==> config.mk <==
export PLATFORM = sky130hd
export DESIGN_NAME = mult_table_writer
export DESIGN_NICKNAME = d
export VERILOG_FILES = /design/src/rtl/mult_pkg.sv /design/src/rtl/shift_add_step.sv /design/src/rtl/mult_table_writer.sv
export SDC_FILE = /design/constraint.sdc
export NUM_CORES = 1
export LEC_CHECK = 0
export ABC_AREA = 1
export CORE_AREA = 2 2 81 83
export DETAILED_ROUTE_END_ITERATION = 6
export DIE_AREA = 0 0 83 85
export PLACE_DENSITY_LB_ADDON = 0.3
export SLEW_MARGIN = 20
export SYNTH_ARGS = -nofsm -noshare
export SYNTH_HDL_FRONTEND = slang
export SYNTH_SLANG_ARGS = --single-unit
export TNS_END_PERCENT = 1
==> constraint.sdc <==
create_clock -name clk -period 3.4 [get_ports clk]
set_input_delay 1.02 -clock clk [delete_from_list [all_inputs] [get_ports clk]]
set_output_delay 1.02 -clock clk [all_outputs]
set_load 0.02 [all_outputs]
==> src/rtl/mult_pkg.sv <==
// Shared types and constants for the multiplication-table writer.
package mult_pkg;

  typedef enum logic [2:0] {IDLE, LOAD, MULT, WRITE, DONE} wr_state_t;

  localparam int DEF_WIDTH = 4;

  function automatic int table_depth(input int w);
    return 2 ** (2 * w);
  endfunction

endpackage

==> src/rtl/shift_add_step.sv <==
// One shift-add multiplication step: conditionally adds a << bit_idx to the accumulator.
module shift_add_step
  import mult_pkg::*;
#(
  parameter int WIDTH = DEF_WIDTH,
  parameter int IDX_W = (WIDTH > 1) ? $clog2(WIDTH) : 1
) (
  input  logic [2*WIDTH-1:0] acc,
  input  logic [WIDTH-1:0]   a,
  input  logic               b_bit,
  input  logic [IDX_W-1:0]   bit_idx,
  output logic [2*WIDTH-1:0] acc_next
);

  logic [2*WIDTH-1:0] partial;

  always_comb begin
    partial  = {{WIDTH{1'b0}}, a} << bit_idx;
    acc_next = b_bit ? (acc + partial) : acc;
  end

endmodule

==> src/rtl/mult_table_writer.sv <==
// Fills a RAM with the product table {a,b} -> a*b, one shift-add product per entry.
module mult_table_writer
  import mult_pkg::*;
#(
  parameter int WIDTH = DEF_WIDTH
) (
  input  logic               clk,
  input  logic               rst_n,
  input  logic               start,
  output logic               busy,
  output logic               done,
  output logic               wr_en,
  output logic [2*WIDTH-1:0] wr_addr,
  output logic [2*WIDTH-1:0] wr_data
);

  localparam int AW    = 2 * WIDTH;
  localparam int IDX_W = (WIDTH > 1) ? $clog2(WIDTH) : 1;

  wr_state_t          state;
  logic [AW-1:0]      cnt;
  logic [AW-1:0]      acc;
  logic [AW-1:0]      acc_next;
  logic [WIDTH-1:0]   op_a;
  logic [WIDTH-1:0]   op_b;
  logic [IDX_W-1:0]   bit_idx;

  assign busy = (state != IDLE);

  shift_add_step #(
    .WIDTH (WIDTH),
    .IDX_W (IDX_W)
  ) u_step (
    .acc      (acc),
    .a        (op_a),
    .b_bit    (op_b[bit_idx]),
    .bit_idx  (bit_idx),
    .acc_next (acc_next)
  );

  // wr_en/done are registered on the edge that leaves WRITE/DONE, so they
  // appear one cycle after the state is entered.
  always_ff @(posedge clk or negedge rst_n) begin
    if (!rst_n) begin
      state   <= IDLE;
      cnt     <= '0;
      acc     <= '0;
      op_a    <= '0;
      op_b    <= '0;
      bit_idx <= '0;
      wr_en   <= 1'b0;
      done    <= 1'b0;
      wr_addr <= '0;
      wr_data <= '0;
    end else begin
      wr_en <= 1'b0;
      done  <= 1'b0;
      case (state)
        IDLE: begin
          if (start) begin
            cnt   <= '0;
            state <= LOAD;
          end
        end
        LOAD: begin
          op_a    <= cnt[AW-1:WIDTH];
          op_b    <= cnt[WIDTH-1:0];
          acc     <= '0;
          bit_idx <= '0;
          state   <= MULT;
        end
        MULT: begin
          acc     <= acc_next;
          bit_idx <= bit_idx + 1'b1;
          if (bit_idx == IDX_W'(WIDTH - 1)) state <= WRITE;
        end
        WRITE: begin
          wr_en   <= 1'b1;
          wr_addr <= cnt;
          wr_data <= acc;
          // the all-ones entry ends the fill; the counter never wraps
          if (cnt == '1) begin
            state <= DONE;
          end else begin
            cnt   <= cnt + 1'b1;
            state <= LOAD;
          end
        end
        DONE: begin
          done  <= 1'b1;
          state <= IDLE;
        end
        default: state <= IDLE;
      endcase
    end
  end

endmodule

==> summary.md <==
| Metric | Value |
|---|---|
| Run status | `finished, final reports clean` |
| Sink Count | `47` |
| Vertical die dimension | `85 um` |
| Unique masters post-synth | `31` |
| Clock slew at the register clock pins of the worst setup and hold paths | `0.10 ns` |
| Global-route wire length before repair | `8490 um` |
| Startpoint-to-endpoint class of the critical path | `reg2out` |
| Pin count of the biggest net entering global routing | `37` |
| Number of synthesized register bits | `47` |
| Number of buffers on the longest clock path | `2` |
| Total clock buffers created by CTS | `5` |
| Crit end category | `primary output` |
| Share of the core filled with cells | `44.1%` |
| Placement Setup Slack | `1.15 ns` |
| Final Slew Violations | `0` |
| Period minus WS final | `2.59 ns` |
| Number of iterations in the first detailed-routing pass | `4` |
| Root buffer cell | `sky130_fd_sc_hd__clkbuf_8` |
| Proportion of synthesized chip area in sequential cells | `49.7%` |
| Antenna violations before repair | `0` |
| Per-instance average area after synthesis | `8.42 sq um` |
| Routed wire length | `4770 um` |
| Post-CTS Setup Repair Bufs | `0` |
| Static leakage | `1.32 nW` |
| Proportion of layout cells with a drive suffix above 1 | `7.54%` |
| Quantity of gates resized following cts | `0` |
| Detail Route Antenna Nets | `0` |
| Logic pwr share | `36.0%` |
| Commonest cells after routing, fill and taps aside | `sky130_fd_sc_hd__nand2_1 (82), sky130_fd_sc_hd__dfrtp_1 (47), sky130_fd_sc_hd__inv_1 (31)` |
| Initial DRC count | `77` |
| Required arrival time at the worst endpoint | `2.38 ns` |
| Arrival time of data at the critical path endpoint | `1.57 ns` |
| Total standard cell area after synthesis | `2370 sq um` |
| RSZ-0062 raised after global routing | `no` |
| Cell with the largest stage delay on the worst path | `sky130_fd_sc_hd__clkdlybuf4s50_1` |
| Hold-fix buffers, CTS | `0` |
| CP Max Fanout | `4` |
| Leading cell type in the layout, fill and taps excluded | `sky130_fd_sc_hd__nand2_1` |
| Total non-filler cell area in the finished layout | `2740 sq um` |
| Synth Warn # | `0` |
| Final weighted congestion in routability-driven placement | `0.848` |
| Asr flop ratio synth | `100%` |
| Final hold violation count | `0` |
| Family with the most delay on the worst path | `buffers and inverters` |
| Ratio of final minimum period to clock period | `76.1%` |
| Number of levels in the clock H-tree | `2` |
| Starting density of the core | `38.1%` |
| TritonCTS clock tree | `done` |
| DR WL/cell | `12.5 um` |
| Post-synth EDFFs | `0` |
| Max capacitance violation total | `0` |
| Vias in the first global route | `1910` |
| Total power per unit cell area | `616 nW/um^2` |
| Sum of net half-perimeters after detailed placement | `3420 um` |
| Crit path cell chain | `inv_2 > nand2_1 > clkdlybuf4s50_1` |
| Drt via density | `4.80` |
| Total power draw | `1.69 mW` |
| Overall via count from detail_route | `1833` |
| Int Power | `0.992 mW` |
| Largest vdd supply drop | `0.400 mV` |
| Combined global-route utilization of all metal layers | `14.7%` |
| Post-route worst setup slack | `0.814 ns` |
| Sw Share | `41.1%` |
| Number of inserted diodes | `0` |
| Psw | `0.693 mW` |
| F_max | `387 MHz` |
| Global route total overflow | `0` |
| Area growth syn-to-layout | `15.6%` |
| NumNets Final | `317` |
| Max-slew headroom at the worst pin | `61.1%` |
| Number of primary I/O pins | `22` |
| Core area | `6200 sq um` |
| Clk pwr share | `20.9%` |
| Setup tns final | `0 ns` |
| Worst slew pin tran | `0.583 ns` |
| Die Footprint | `7060 sq um` |
| Hold Crit Class | `reg2reg` |
| Sort of element at the start of the critical path | `flop` |
| Synthesized instance count | `281` |
| Finish-stage setup viols | `0` |
| Most instantiated flip-flop cell in the synthesis netlist | `sky130_fd_sc_hd__dfrtp_1` |
| Placement Rows | `29` |
| Die X | `83 um` |
| Dpl cell area | `2640 sq um` |
| Synth Net Count | `294` |
| Max Clock Skew | `0.0147 ns` |
| Highest cell delay on the worst timing path | `0.62 ns` |
| Clk_lat worst skew | `0.31 ns` |
| Power share of the sequential group | `43.1%` |
| Post-route DRC | `0` |
| Worst Path Buf+Inv | `2` |
| Port Buf Inserts | `21` |
-- per-layer routing --
| layer | track usage [%] | vias to the layer above | part of all wire, % | wire length (um) |
|---|---|---|---|---|
| met5 | 0 | - | 0 | 0 |
| met4 | 6.41 | 0 | 1.6 | 76 |
| met3 | 2.63 | 10 | 2.7 | 131 |
| met2 | 24.4 | 28 | 47 | 2260 |
| met1 | 19.0 | 851 | 48 | 2300 |
| li1 | - | 944 | - | - |
-- path summary, 6_finish.rpt --
kind / startpoint / cells after the start / to / slack (ns)
setup / recovery: state[0] / 3 / busy / 0.81
hold / removal: state[1] / 1 / done / 0.47
setup reg to reg: bit_idx[0] / 9 / acc[6] / 1.28
hold reg to reg: state[1] / 1 / done / 0.47
max in group asynchronous: rst_n / 2 / cnt[3] / 2.04
min in group asynchronous: rst_n / 1 / bit_idx[0] / 0.63
-- Yosys cell counts, types with 2 or more instances --
library cell               count  area share [%]
sky130_fd_sc_hd__nand2_1      82              13
sky130_fd_sc_hd__dfrtp_1      47              50
sky130_fd_sc_hd__inv_1        31             4.9
sky130_fd_sc_hd__o21ai_0      29             6.1
sky130_fd_sc_hd__nand3_1      17             3.6
sky130_fd_sc_hd__nor2_1       14             2.2
sky130_fd_sc_hd__ha_1          9             4.8
sky130_fd_sc_hd__o21ai_1       8             1.7
sky130_fd_sc_hd__a21oi_1       6             1.3
sky130_fd_sc_hd__inv_2         4            0.63
sky130_fd_sc_hd__buf_2         3            0.63
sky130_fd_sc_hd__mux2i_1       3             1.3
sky130_fd_sc_hd__nand4_1       3            0.79
sky130_fd_sc_hd__xor2_1        3             1.1
sky130_fd_sc_hd__nand2_2       2            0.53
sky130_fd_sc_hd__nand3b_1      2            0.63
sky130_fd_sc_hd__nor2_4        2            0.95
sky130_fd_sc_hd__nor3_1        2            0.42
sky130_fd_sc_hd__xnor2_1       2            0.74
-- flip-flops by register name (all words and copies together), names as in the netlist --
name,count
wr_data,8
op_b,4
done,1
state,3
wr_addr,8
cnt,8
acc,8
wr_en,1
bit_idx,2
op_a,4
-- stage by stage --
stage,hold WS (ns),instances
after floorplan,0.432,281
after global placement,0.446,374
after detailed placement,0.455,374
after CTS,0.469,382
after global routing,0.474,382
final,0.472,382
-- power groups by stage --
stage	Clock [mW]	Combinational [mW]	Sequential [mW]
after floorplan	0	0.412	0.744
after global placement	0	0.606	0.734
after CTS	0.363	0.618	0.727
after detailed placement	0	0.614	0.738
after global routing	0.392	0.691	0.739
final	0.353	0.607	0.726
-- area by class of cell --
type                    instances  area [sq um]
flip-flops and latches         47          1180
multi-input cells             193          1030
fillers                       613          3470
repair buffers                 22           213
clock buffers                   5          68.8
clock inverters                 3          22.5
inverters                      35           131
well taps                      77          96.3
-- kinds of logic after synthesis --
logic type | Yosys count | share of synthesized area, %
adders and majority gates | 10 | 5.61
xor gates and xnor gates | 5 | 1.85
muxes | 3 | 1.27
AOI/OAI and AO/OA | 45 | 10.0
buffers and inverters | 41 | 6.87
and+or+nand+nor | 130 | 24.6
DFF | 47 | 49.7
(Power assumes the default switching activity.)
